<file path="src/rtl/imm_gen_pkg.sv">
// Shared types and opcode constants for the RV32I immediate generator.
package imm_gen_pkg;

  // Immediate format of a decoded instruction
  typedef enum logic [2:0] {
    IMM_NONE = 3'd0,
    IMM_I    = 3'd1,
    IMM_S    = 3'd2,
    IMM_B    = 3'd3,
    IMM_U    = 3'd4,
    IMM_J    = 3'd5
  } imm_type_e;

  // Major opcodes (instr[6:0]) that carry an immediate
  localparam logic [6:0] OP_IMM    = 7'b0010011;
  localparam logic [6:0] OP_LOAD   = 7'b0000011;
  localparam logic [6:0] OP_JALR   = 7'b1100111;
  localparam logic [6:0] OP_SYSTEM = 7'b1110011;
  localparam logic [6:0] OP_STORE  = 7'b0100011;
  localparam logic [6:0] OP_BRANCH = 7'b1100011;
  localparam logic [6:0] OP_LUI    = 7'b0110111;
  localparam logic [6:0] OP_AUIPC  = 7'b0010111;
  localparam logic [6:0] OP_JAL    = 7'b1101111;

endpackage

</file>
<file path="src/rtl/imm_decode.sv">
// Combinational RV32I immediate decoder: instr -> {imm_type, sign-extended imm}.
module imm_decode
  import imm_gen_pkg::*;
#(
  parameter int unsigned XLEN = 32
) (
  input  logic [31:0]     instr,
  output imm_type_e       imm_type,
  output logic [XLEN-1:0] imm
);

  logic        [6:0]  w_opcode;
  logic signed [11:0] w_imm_i;
  logic signed [11:0] w_imm_s;
  logic signed [12:0] w_imm_b;
  logic signed [31:0] w_imm_u;
  logic signed [20:0] w_imm_j;

  assign w_opcode = instr[6:0];
  assign w_imm_i  = instr[31:20];
  assign w_imm_s  = {instr[31:25], instr[11:7]};
  assign w_imm_b  = {instr[31], instr[7], instr[30:25], instr[11:8], 1'b0};
  assign w_imm_u  = {instr[31:12], 12'b0};
  assign w_imm_j  = {instr[31], instr[19:12], instr[20], instr[30:21], 1'b0};

  // Classify by opcode and sign-extend the matching field to XLEN
  always_comb begin
    imm_type = IMM_NONE;
    imm      = '0;
    unique case (w_opcode)
      OP_IMM, OP_LOAD, OP_JALR, OP_SYSTEM: begin
        imm_type = IMM_I;
        imm      = XLEN'(w_imm_i);
      end
      OP_STORE: begin
        imm_type = IMM_S;
        imm      = XLEN'(w_imm_s);
      end
      OP_BRANCH: begin
        imm_type = IMM_B;
        imm      = XLEN'(w_imm_b);
      end
      OP_LUI, OP_AUIPC: begin
        imm_type = IMM_U;
        imm      = XLEN'(w_imm_u);
      end
      OP_JAL: begin
        imm_type = IMM_J;
        imm      = XLEN'(w_imm_j);
      end
      default: begin
        imm_type = IMM_NONE;
        imm      = '0;
      end
    endcase
  end

endmodule

</file>
<file path="src/rtl/imm_gen_stage.sv">
// Pipelined immediate generator for the ID stage.
// Decode happens ahead of stage 0; PIPE_DEPTH register stages follow with a
// valid/ready handshake, stall and flush.
// Optional feature: define IMM_TARGET_EN to produce target = out_pc + imm;
// otherwise target is tied to zero and no adder exists.
module imm_gen_stage
  import imm_gen_pkg::*;
#(
  parameter int unsigned XLEN       = 32,
  parameter int unsigned PIPE_DEPTH = 1
) (
  input  logic            clk,
  input  logic            rst_n,
  input  logic            flush,
  input  logic            in_valid,
  output logic            in_ready,
  input  logic [31:0]     instr,
  input  logic [XLEN-1:0] pc,
  output logic            out_valid,
  input  logic            out_ready,
  output logic [XLEN-1:0] imm,
  output imm_type_e       imm_type,
  output logic [XLEN-1:0] out_pc,
  output logic [XLEN-1:0] target
);

  localparam int unsigned LAST = PIPE_DEPTH - 1;

  imm_type_e       w_dec_type;
  logic [XLEN-1:0] w_dec_imm;

  logic [PIPE_DEPTH-1:0] r_valid;
  logic [XLEN-1:0]       r_imm  [PIPE_DEPTH];
  logic [XLEN-1:0]       r_pc   [PIPE_DEPTH];
  imm_type_e             r_type [PIPE_DEPTH];

  logic [PIPE_DEPTH-1:0] w_ready;
  logic [PIPE_DEPTH-1:0] w_src_valid;
  logic [XLEN-1:0]       w_src_imm  [PIPE_DEPTH];
  logic [XLEN-1:0]       w_src_pc   [PIPE_DEPTH];
  imm_type_e             w_src_type [PIPE_DEPTH];

  imm_decode #(
    .XLEN(XLEN)
  ) u_decode (
    .instr    (instr),
    .imm_type (w_dec_type),
    .imm      (w_dec_imm)
  );

  // Ready chain from the consumer back to the input; a running variable keeps
  // the chain free of self-reads on w_ready
  always_comb begin
    logic w_chain;
    w_chain = out_ready;
    w_ready = '0;
    for (int unsigned k = 0; k < PIPE_DEPTH; k++) begin
      w_chain                   = !r_valid[PIPE_DEPTH-1-k] || w_chain;
      w_ready[PIPE_DEPTH-1-k]   = w_chain;
    end
  end

  assign in_ready = w_ready[0];

  // Source of each stage: decoder for stage 0, previous stage otherwise
  always_comb begin
    w_src_valid   = '0;
    w_src_valid[0] = in_valid;
    w_src_imm[0]  = w_dec_imm;
    w_src_pc[0]   = pc;
    w_src_type[0] = w_dec_type;
    for (int unsigned k = 1; k < PIPE_DEPTH; k++) begin
      w_src_valid[k] = r_valid[k-1];
      w_src_imm[k]   = r_imm[k-1];
      w_src_pc[k]    = r_pc[k-1];
      w_src_type[k]  = r_type[k-1];
    end
  end

  // Stage registers: advance where ready, data only on a valid source so a
  // stage that drains to a bubble keeps its last contents; flush clears valids
  always_ff @(posedge clk or negedge rst_n) begin
    if (!rst_n) begin
      r_valid <= '0;
      for (int unsigned k = 0; k < PIPE_DEPTH; k++) begin
        r_imm[k]  <= '0;
        r_pc[k]   <= '0;
        r_type[k] <= IMM_NONE;
      end
    end else if (flush) begin
      r_valid <= '0;
    end else begin
      for (int unsigned k = 0; k < PIPE_DEPTH; k++) begin
        if (w_ready[k]) begin
          r_valid[k] <= w_src_valid[k];
          if (w_src_valid[k]) begin
            r_imm[k]  <= w_src_imm[k];
            r_pc[k]   <= w_src_pc[k];
            r_type[k] <= w_src_type[k];
          end
        end
      end
    end
  end

  assign out_valid = r_valid[LAST];
  assign imm       = r_imm[LAST];
  assign out_pc    = r_pc[LAST];
  assign imm_type  = r_type[LAST];

`ifdef IMM_TARGET_EN
  logic [XLEN-1:0] r_target;
  logic [XLEN-1:0] w_target_sum;

  // Adder feeds the last stage so the target lines up with its entry
  assign w_target_sum = w_src_pc[LAST] + w_src_imm[LAST];

  // Target register follows the last-stage data load conditions
  always_ff @(posedge clk or negedge rst_n) begin
    if (!rst_n) begin
      r_target <= '0;
    end else if (!flush && w_ready[LAST] && w_src_valid[LAST]) begin
      r_target <= w_target_sum;
    end
  end

  assign target = r_target;
`else
  assign target = '0;
`endif

endmodule

</file>
<file path="config.mk">
export PLATFORM = sky130hd
export DESIGN_NAME = imm_gen_stage
export DESIGN_NICKNAME = d
export VERILOG_FILES = /design/src/rtl/imm_gen_pkg.sv /design/src/rtl/imm_decode.sv /design/src/rtl/imm_gen_stage.sv
export SDC_FILE = /design/constraint.sdc
export NUM_CORES = 1
export LEC_CHECK = 0
export ABC_AREA = 1
export CAP_MARGIN = 25
export CORE_MARGIN = 2
export CORE_UTILIZATION = 35
export CTS_CLUSTER_DIAMETER = 30
export DETAILED_ROUTE_END_ITERATION = 7
export GPL_TIMING_DRIVEN = 0
export MAX_ROUTING_LAYER = met4
export PLACE_DENSITY = 0.81
export SLEW_MARGIN = 20
export SYNTH_ARGS = -nofsm -noshare
export SYNTH_HDL_FRONTEND = slang
export SYNTH_SLANG_ARGS = --single-unit
</file>
<file path="constraint.sdc">
create_clock -name clk -period 3.5 [get_ports clk]
set_input_delay 0.35 -clock clk [delete_from_list [all_inputs] [get_ports clk]]
set_output_delay 0.35 -clock clk [all_outputs]
set_load 0.005 [all_outputs]
</file>
Word level (Yosys, flattened, before mapping)
Index checks and enable logic that the tools add are counted.

Bits in writable memories: 0. Register bits after elaboration: 68. Bits of input ports: 69. ROM bits: 0. Bits in latches: 0. Memories: 0. Word-level logic and storage cells: 24. Output and inout port bits: 101.

$lt $le $gt $ge: 0. Multiply operators: 0. Shift operators: 0. Mux-type cells: 4. Reductions and logical operators: 6. Bitwise logic cells: 1. Equality and inequality tests: 9. Div/mod/pow operators: 0. Add/subtract/negate cells: 0.

Operators with widths (count): one-hot mux 32 bit (5 select lines) (1); == test 7 bit, second input constant (4); one-hot mux 3 bit (5 select lines) (1); == test 7 x 5 -> 1 bit, second input constant (2); == test 7 x 6 -> 1 bit, second input constant (2); == test 7 x 2 -> 1 bit, second input constant (1); OR reduction 4 bit (1); AND reduction 3 bit (1); two-way mux 1 bit (2); nonzero test 2 bit (1); OR reduction 2 bit (1); logical NOT 1 bit (1); logical OR 1 bit (1); NOT 1 bit (1).

Longest topological paths before layout
Gate-level depths: netlist of the first run.

Depth in word-level cells: 4. Gate-level depth with buffers: 10. Depth with buffers taken out: 9.

By module
A second synthesis of the first run with hierarchy kept.

Cells, all modules: 496. Area total of the unflattened synthesis: 3741.1 um^2.

Modules (own cells, without submodules): imm_gen_stage (times used 1, area an instance 2941.6 um^2, sequential area each 1701.6 um^2, cells an instance 329); imm_decode (times used 1, area an instance 799.5 um^2, sequential area each 0.0 um^2, cells an instance 167).

Least setup slack after synthesis of the first run
No wires, ideal clock.

Path kind: flip-flop to flip-flop. Start: register r_valid (netlist: out_valid). End: register r_imm (netlist bit imm[0]). Clock period less this slack: 1245 ps. Setup time: 117 ps. Setup slack: 2255 ps. Stages on the path, launching flop included: 10. Arrival: 1129 ps. Required time: 3383 ps. Path buffers: 2. Cells stage by stage: dfrtp_1 > inv_1 > nor2_1 > inv_1 > nand2_1 > inv_1 > buf_4 > buf_2 > nand2_1 > nand2_1.

Longest elaborated chain between the ends: 3.

Ends and longest elaborated chain: start: declaration (line imm_gen_stage.sv:32) `logic [PIPE_DEPTH-1:0] r_valid;`; start signal: indexed assignment (line imm_gen_stage.sv:95) `r_valid[k] <= w_src_valid[k];`; logical NOT 1 bit (line imm_gen_stage.sv:58) `w_chain = !r_valid[PIPE_DEPTH-1-k] || w_chain;`; logical OR 1 bit (line imm_gen_stage.sv:58); via in_ready (line imm_gen_stage.sv:16) `output logic in_ready,`; AND reduction 3 bit (no source line); end signal: indexed assignment (line imm_gen_stage.sv:97) `r_imm[k] <= w_src_imm[k];`; end: declaration (line imm_gen_stage.sv:33) `logic [XLEN-1:0] r_imm [PIPE_DEPTH];`.

The timed path passes the listed nets, and every way through them passes these cells. A chain may end at the register's enable or synchronous reset.

Worst setup path in the final report of the first run
Start: input out_ready. End: output in_ready.

Longest elaborated chain between the ends: 1.

Ends and longest elaborated chain: start: declaration (line imm_gen_stage.sv:20) `input logic out_ready,`; logical OR 1 bit (line imm_gen_stage.sv:58); end: declaration (line imm_gen_stage.sv:16).

Every way passes these cells.

==> flow_metrics.env, run 1 <==
export IMPL_synth_most_common_cell="nand2_1"
export IMPL_crit_path_start="out_ready"
export IMPL_setup_slack_ns=1.73
export IMPL_hold_path_class="in2async"
export IMPL_clock_sinks=68
export IMPL_clock_latency_ns=0.34
export IMPL_synth_top_family_by_area="simple AND/OR/NAND/NOR gates"
export IMPL_synth_compound_area_frac=0.00440
export IMPL_grt_max_degree=49
export IMPL_drive_above_1_share=0.140
export IMPL_cts_buffer_depth=2
export IMPL_powerDensity_nw_per_um2=394
export IMPL_die_w_um=103
export IMPL_final_antenna_net_count=0
export IMPL_dpl_instance_area_um2=5090
export IMPL_wl_um=9310
export IMPL_timing_hold_violations_final=0
export IMPL_syn_area_per_cell_um2=7.87
export IMPL_drc=0
export IMPL_drt_iter0_drc=135
export IMPL_rsz0062_at_grt="false"
export IMPL_finalSetupViolCount=0
export IMPL_critPathArrivalTime_ns=1.42
export IMPL_worst_r2r_path_depth=9
export IMPL_cts_clk_slew_worst_paths_ns=0.08
export IMPL_cp_max_fo=3
export IMPL_endpoint_kind="output pin"
export IMPL_power_switching_mw=0.509
export IMPL_route_vias_total=3246
export IMPL_fin_nets=684
export IMPL_core_um2=9640
export IMPL_slew_viol_final=0
export IMPL_skew_ns=0.00830
export IMPL_finalInstanceArea_um2=5350
export IMPL_synth_area_leaders="dfrtp_1, nand2_1, buf_4, nand3_1, nand3_2"
export IMPL_async_flop_share=1.00
export IMPL_grt_ovfl_total=0
export IMPL_first_pass_iters=4
export IMPL_synth_mux_area_frac=0
export IMPL_synth_cell_types=20
export IMPL_cts_root_buf="clkbuf_8"
export IMPL_synthXorXnorAreaFrac=0
export IMPL_vias_per_cell=4.31
export IMPL_comb_power_share=0.200
export IMPL_grt_pass1_vias=3069
export IMPL_globalplace_congestion=0.951
export IMPL_synth_simple_area_share=0.378
export IMPL_min_period_ns=1.77
export IMPL_synth_common_cells="nand2_1, dfrtp_1, nand3_1"
export IMPL_synth_top_area_cell="dfrtp_1"
export IMPL_internal_power_mw=1.60
export IMPL_cts_htree_levels=3
export IMPL_yosysSeqAreaShare=0.498
export IMPL_p_leak_nw=2.90
export IMPL_status="finished, final reports clean"
export IMPL_num_io_pins=170
export IMPL_startpoint_type="input pin"
export IMPL_wl_per_cell_um=12.4
export IMPL_hpwlAfterDp_um=7310
export IMPL_setup_tns_ns=0
export IMPL_p_sw_frac=0.241
export IMPL_fp_dieH_um=103
export IMPL_cts_hold_fix_buffers=1
export IMPL_synth_top_area_frac=0.498
export IMPL_pwr_share_seq=0.423
export IMPL_fmax_ghz=0.564
export IMPL_syn_area_um2=3410
export IMPL_critical_path_class="in2out"
export IMPL_clkPwrFrac=0.376
export IMPL_period_share=0.506
export IMPL_pre_cts_slack_ns=1.47
export IMPL_total_power_mw=2.11
export IMPL_final_util=0.555
export IMPL_num_antenna_cells=0
export IMPL_rrSetupSlack_ns=1.89
export IMPL_cts_buffers_inserted=9
export IMPL_area_delta_synth_final_pct=56.8
export IMPL_grt_pass1_wl_um=14400
export IMPL_cts_tree="done"
export IMPL_synthCells=434
export IMPL_synth_seq_cells=68
export IMPL_num_rows=36
export IMPL_antenna_found_initial=0
export IMPL_crit_required_ns=3.15
export IMPL_ir_drop_v=0.000227
export IMPL_synth_ff_type="dfrtp_1"
export IMPL_synth_edf_count=0
export IMPL_ctsResizeCount=0
export IMPL_crit_reg2reg_launch="out_valid"
export IMPL_post_cts_repair_setup_buffers=0
export IMPL_io_buffers=137
export IMPL_ys_warn_count=0
export IMPL_drv_cap=0
export IMPL_start_util=0.354
export IMPL_grtUsageTotal=0.181
export IMPL_synth_fa_ha_area_frac=0
export IMPL_die_area_um2=10600
-- placed cells by master (no fill, tap or decap), types with 2 or more instances in the layout --
cell and instances:
inv_1 13, nor2_1 9, nand2_2 5, nand3_2 9, nand2_4 3, nand3_1 38, bufinv_16 3, clkbuf_8 10
buf_2 8, o21ai_0 2, clkdlybuf4s50_1 136, conb_1 32, dfrtp_1 68, inv_2 4, buf_4 35, buf_6 2
clkbuf_1 6, nand2_1 227
-- per-layer routing --
layer  vias up  global-route usage  share of wire
li1       1631                   -              -
met1      1491               0.221           0.43
met2       115               0.298           0.49
met3         9              0.0495          0.076
met4         0              0.0466         0.0084
met5         -                   -              0
-- worst max-delay path, cell delays in order --
cell	delay (ns)
clkdlybuf4s50_1	0.46
nor2_1	0.04
inv_1	0.07
clkdlybuf4s50_1	0.50
-- state kept, by name, summed over array words and instances, names as in the netlist --
signal / count
imm: 32
out_pc: 32
out_valid: 1
imm_type: 3
-- layout make-up --
cell class / count / area [um^2]
Timing Repair Buffer: 139 / 1410
Sequential cell: 68 / 1700
Buffer: 50 / 340
Fill cell: 897 / 4290
Tap cell: 133 / 166
Clock inverter: 6 / 111
Multi-Input combinational cell: 330 / 1430
Clock buffer: 10 / 138
Inverter: 17 / 63.8
-- power by group through the flow --
stage	Combinational, mW	Clock [mW]	Sequential, mW
floorplan	0.139	0	0.911
global placement	0.409	0	0.907
detailed placement	0.424	0	0.907
CTS	0.427	0.816	0.893
global route	0.466	0.849	0.902
finish	0.423	0.794	0.893
-- worst paths after layout --
kind                                to
max in group asynchronous       imm[9]
hold reg to reg             out_pc[20]
setup reg to reg           imm_type[0]
setup / recovery              in_ready
hold / removal               out_pc[5]
min in group clk            out_pc[20]
-- per-stage QoR --
step           std cells  hold slack, ns
6_report             753           0.433
5_1_grt              753           0.460
4_1_cts              753           0.434
3_5_place_dp         736           0.268
3_3_place_gp         735           0.461
2_1_floorplan        465          0.0544
-- logic make-up after synthesis --
group,Yosys count
DFF,68
buffers and inverters,67
AOI/OAI and AO/OA,3
other,1
and+or+nand+nor,295
Note: power is estimated with default switching activity, not from simulation.
==> run 2: changes to the inputs <==
==> constraint.sdc (replaced) <==
create_clock -name clk -period 1.7 [get_ports clk]
set_input_delay 0.17 -clock clk [delete_from_list [all_inputs] [get_ports clk]]
set_output_delay 0.17 -clock clk [all_outputs]
set_load 0.005 [all_outputs]
==> flow_metrics.env, run 2 (synthesized netlist as in run 1, its figures left out) <==
export IMPL_hpwlAfterDp_um=7310
export IMPL_top_usage_layer="met2"
export IMPL_gr_usage_met1=0.221
export IMPL_grtUsageMet2=0.298
export IMPL_grt_pass1_vias=3069
export IMPL_first_pass_iters=4
export IMPL_worst_path_buf_inv=3
export IMPL_endpoint_kind="output pin"
export IMPL_drc=0
export IMPL_die_area_um2=10600
export IMPL_critPathSlowestCell="clkdlybuf4s50_1"
export IMPL_skew_ns=0.00831
export IMPL_critPathArrivalTime_ns=1.39
export IMPL_rsz0062_at_grt="false"
export IMPL_core_um2=9640
export IMPL_holdWs_ns=0.253
export IMPL_critPathMaxStageDelay_ns=0.50
export IMPL_cts_tree="done"
export IMPL_final_common_cell="nand2_1"
export IMPL_cts_buffer_depth=2
export IMPL_slew_viol_final=0
export IMPL_final_cell_mix="nand2_1, clkdlybuf4s50_1, dfrtp_1, nand3_1, buf_4"
export IMPL_die_w_um=103
export IMPL_start_util=0.354
export IMPL_num_io_pins=170
export IMPL_finalSetupViolCount=0
export IMPL_grt_ovfl_total=0
export IMPL_critical_path_class="reg2out"
export IMPL_powerDensity_nw_per_um2=811
export IMPL_rrSetupSlack_ns=0.21
export IMPL_cts_clk_slew_worst_paths_ns=0.08
export IMPL_worst_r2r_path_depth=9
export IMPL_drt_iter0_drc=142
export IMPL_vias_per_cell=4.32
export IMPL_cts_buffers_inserted=9
export IMPL_grtUsageTotal=0.181
export IMPL_wl_per_cell_um=12.4
export IMPL_area_delta_synth_final_pct=56.8
export IMPL_clock_latency_ns=0.34
export IMPL_pre_cts_slack_ns=-0.145
export IMPL_period_share=0.920
export IMPL_wl_um=9310
export IMPL_grt_pass1_wl_um=14400
export IMPL_cts_htree_levels=3
export IMPL_route_vias_total=3250
export IMPL_fin_nets=684
export IMPL_globalplace_congestion=0.951
export IMPL_cp_max_fo=3
export IMPL_ir_drop_v=0.000468
export IMPL_grt_max_degree=49
export IMPL_cts_root_buf="clkbuf_8"
export IMPL_fp_dieH_um=103
export IMPL_min_period_ns=1.56
export IMPL_antenna_found_initial=0
export IMPL_status="finished, final reports clean"
export IMPL_p_leak_nw=2.90
export IMPL_hold_path_class="in2async"
export IMPL_drv_cap=0
export IMPL_gr_usage_met3=0.0495
export IMPL_path_cells="inv_1 -> nor2_1 -> inv_1 -> clkdlybuf4s50_1"
export IMPL_fillers=898
export IMPL_final_antenna_net_count=0
export IMPL_timing_hold_violations_final=0
export IMPL_startpoint_type="register"
export IMPL_setup_slack_ns=0.136
export IMPL_fmax_ghz=0.639
export IMPL_num_antenna_cells=0
export IMPL_io_buffers=137
export IMPL_num_rows=36
export IMPL_drive_above_1_share=0.142
export IMPL_cpMostUsedCell="inv_1"
export IMPL_crit_required_ns=1.53
export IMPL_clock_sinks=68
export IMPL_path_delay_family="buffers and inverters"
export IMPL_path_depth=4
-- run 2: changes by cell type in the layout (fill, tap and decap cells not counted) --
| cell | delta |
|---|---|
| nand2_1 | -1 |
| nand2_2 | +1 |
-- run 2: repair_timing --
item | 4_1_cts | 5_1_grt
endpoints found under the hold margin | 20 | 0
setup endpoints to repair | 0 | 54
resized for setup | 0 | 1
setup buffers | 0 | 0
hold buffers | 1 | 0
-- run 2: final timing paths --
path / start / to
worst max-delay path: out_valid / in_ready
worst min-delay path: rst_n / out_pc[5]
worst max register to register: out_valid / imm_type[0]
worst min register to register: out_pc[20] / out_pc[20]
max in group asynchronous: rst_n / imm[9]
min in group clk: pc[9] / out_pc[9]
-- run 2: final cells by class --
| class | instances | area (um^2) | area share |
|---|---|---|---|
| Buffer | 50 | 340 | 0.0636 |
| Clock buffer | 10 | 138 | 0.0257 |
| Clock inverter | 6 | 111 | 0.0208 |
| Inverter | 17 | 63.8 | 0.0119 |
| Multi-Input combinational cell | 330 | 1430 | 0.267 |
| Sequential cell | 68 | 1700 | 0.318 |
| Tap cell | 133 | 166 | 0.0311 |
| Timing Repair Buffer | 139 | 1410 | 0.263 |
-- run 2: stage by stage --
| step | TNS [ns] | cell area, um^2 | power, mW | utilization | std cells |
|---|---|---|---|---|---|
| after detailed placement | -4.63 | 5090 | 2.74 | 0.528 | 736 |
| final | 0 | 5360 | 4.34 | 0.556 | 753 |
| after global placement | -121.84 | 5070 | 2.71 | 0.526 | 735 |
| after global routing | 0 | 5360 | 4.56 | 0.556 | 753 |
| after floorplan | 0 | 3530 | 2.16 | - | 465 |
| after CTS | 0 | 5350 | 4.40 | 0.555 | 753 |
-- run 2: report_power, final --
part           leakage [nW]  total [mW]  switching [mW]  internal (mW)
registers             0.895        1.84          0.0786           1.76
clock network         0.122        1.64           0.621           1.01
logic                  1.88       0.871           0.350          0.521
total                  2.90        4.34            1.05           3.29
-- run 2: layer usage --
metal / share of wire / routed length [um] / vias to the layer above
met5: 0 / 0 / -
li1: - / - / 1631
met3: 0.076 / 708 / 9
met1: 0.43 / 3970 / 1495
met2: 0.49 / 4550 / 115
met4: 0.0084 / 78 / 0
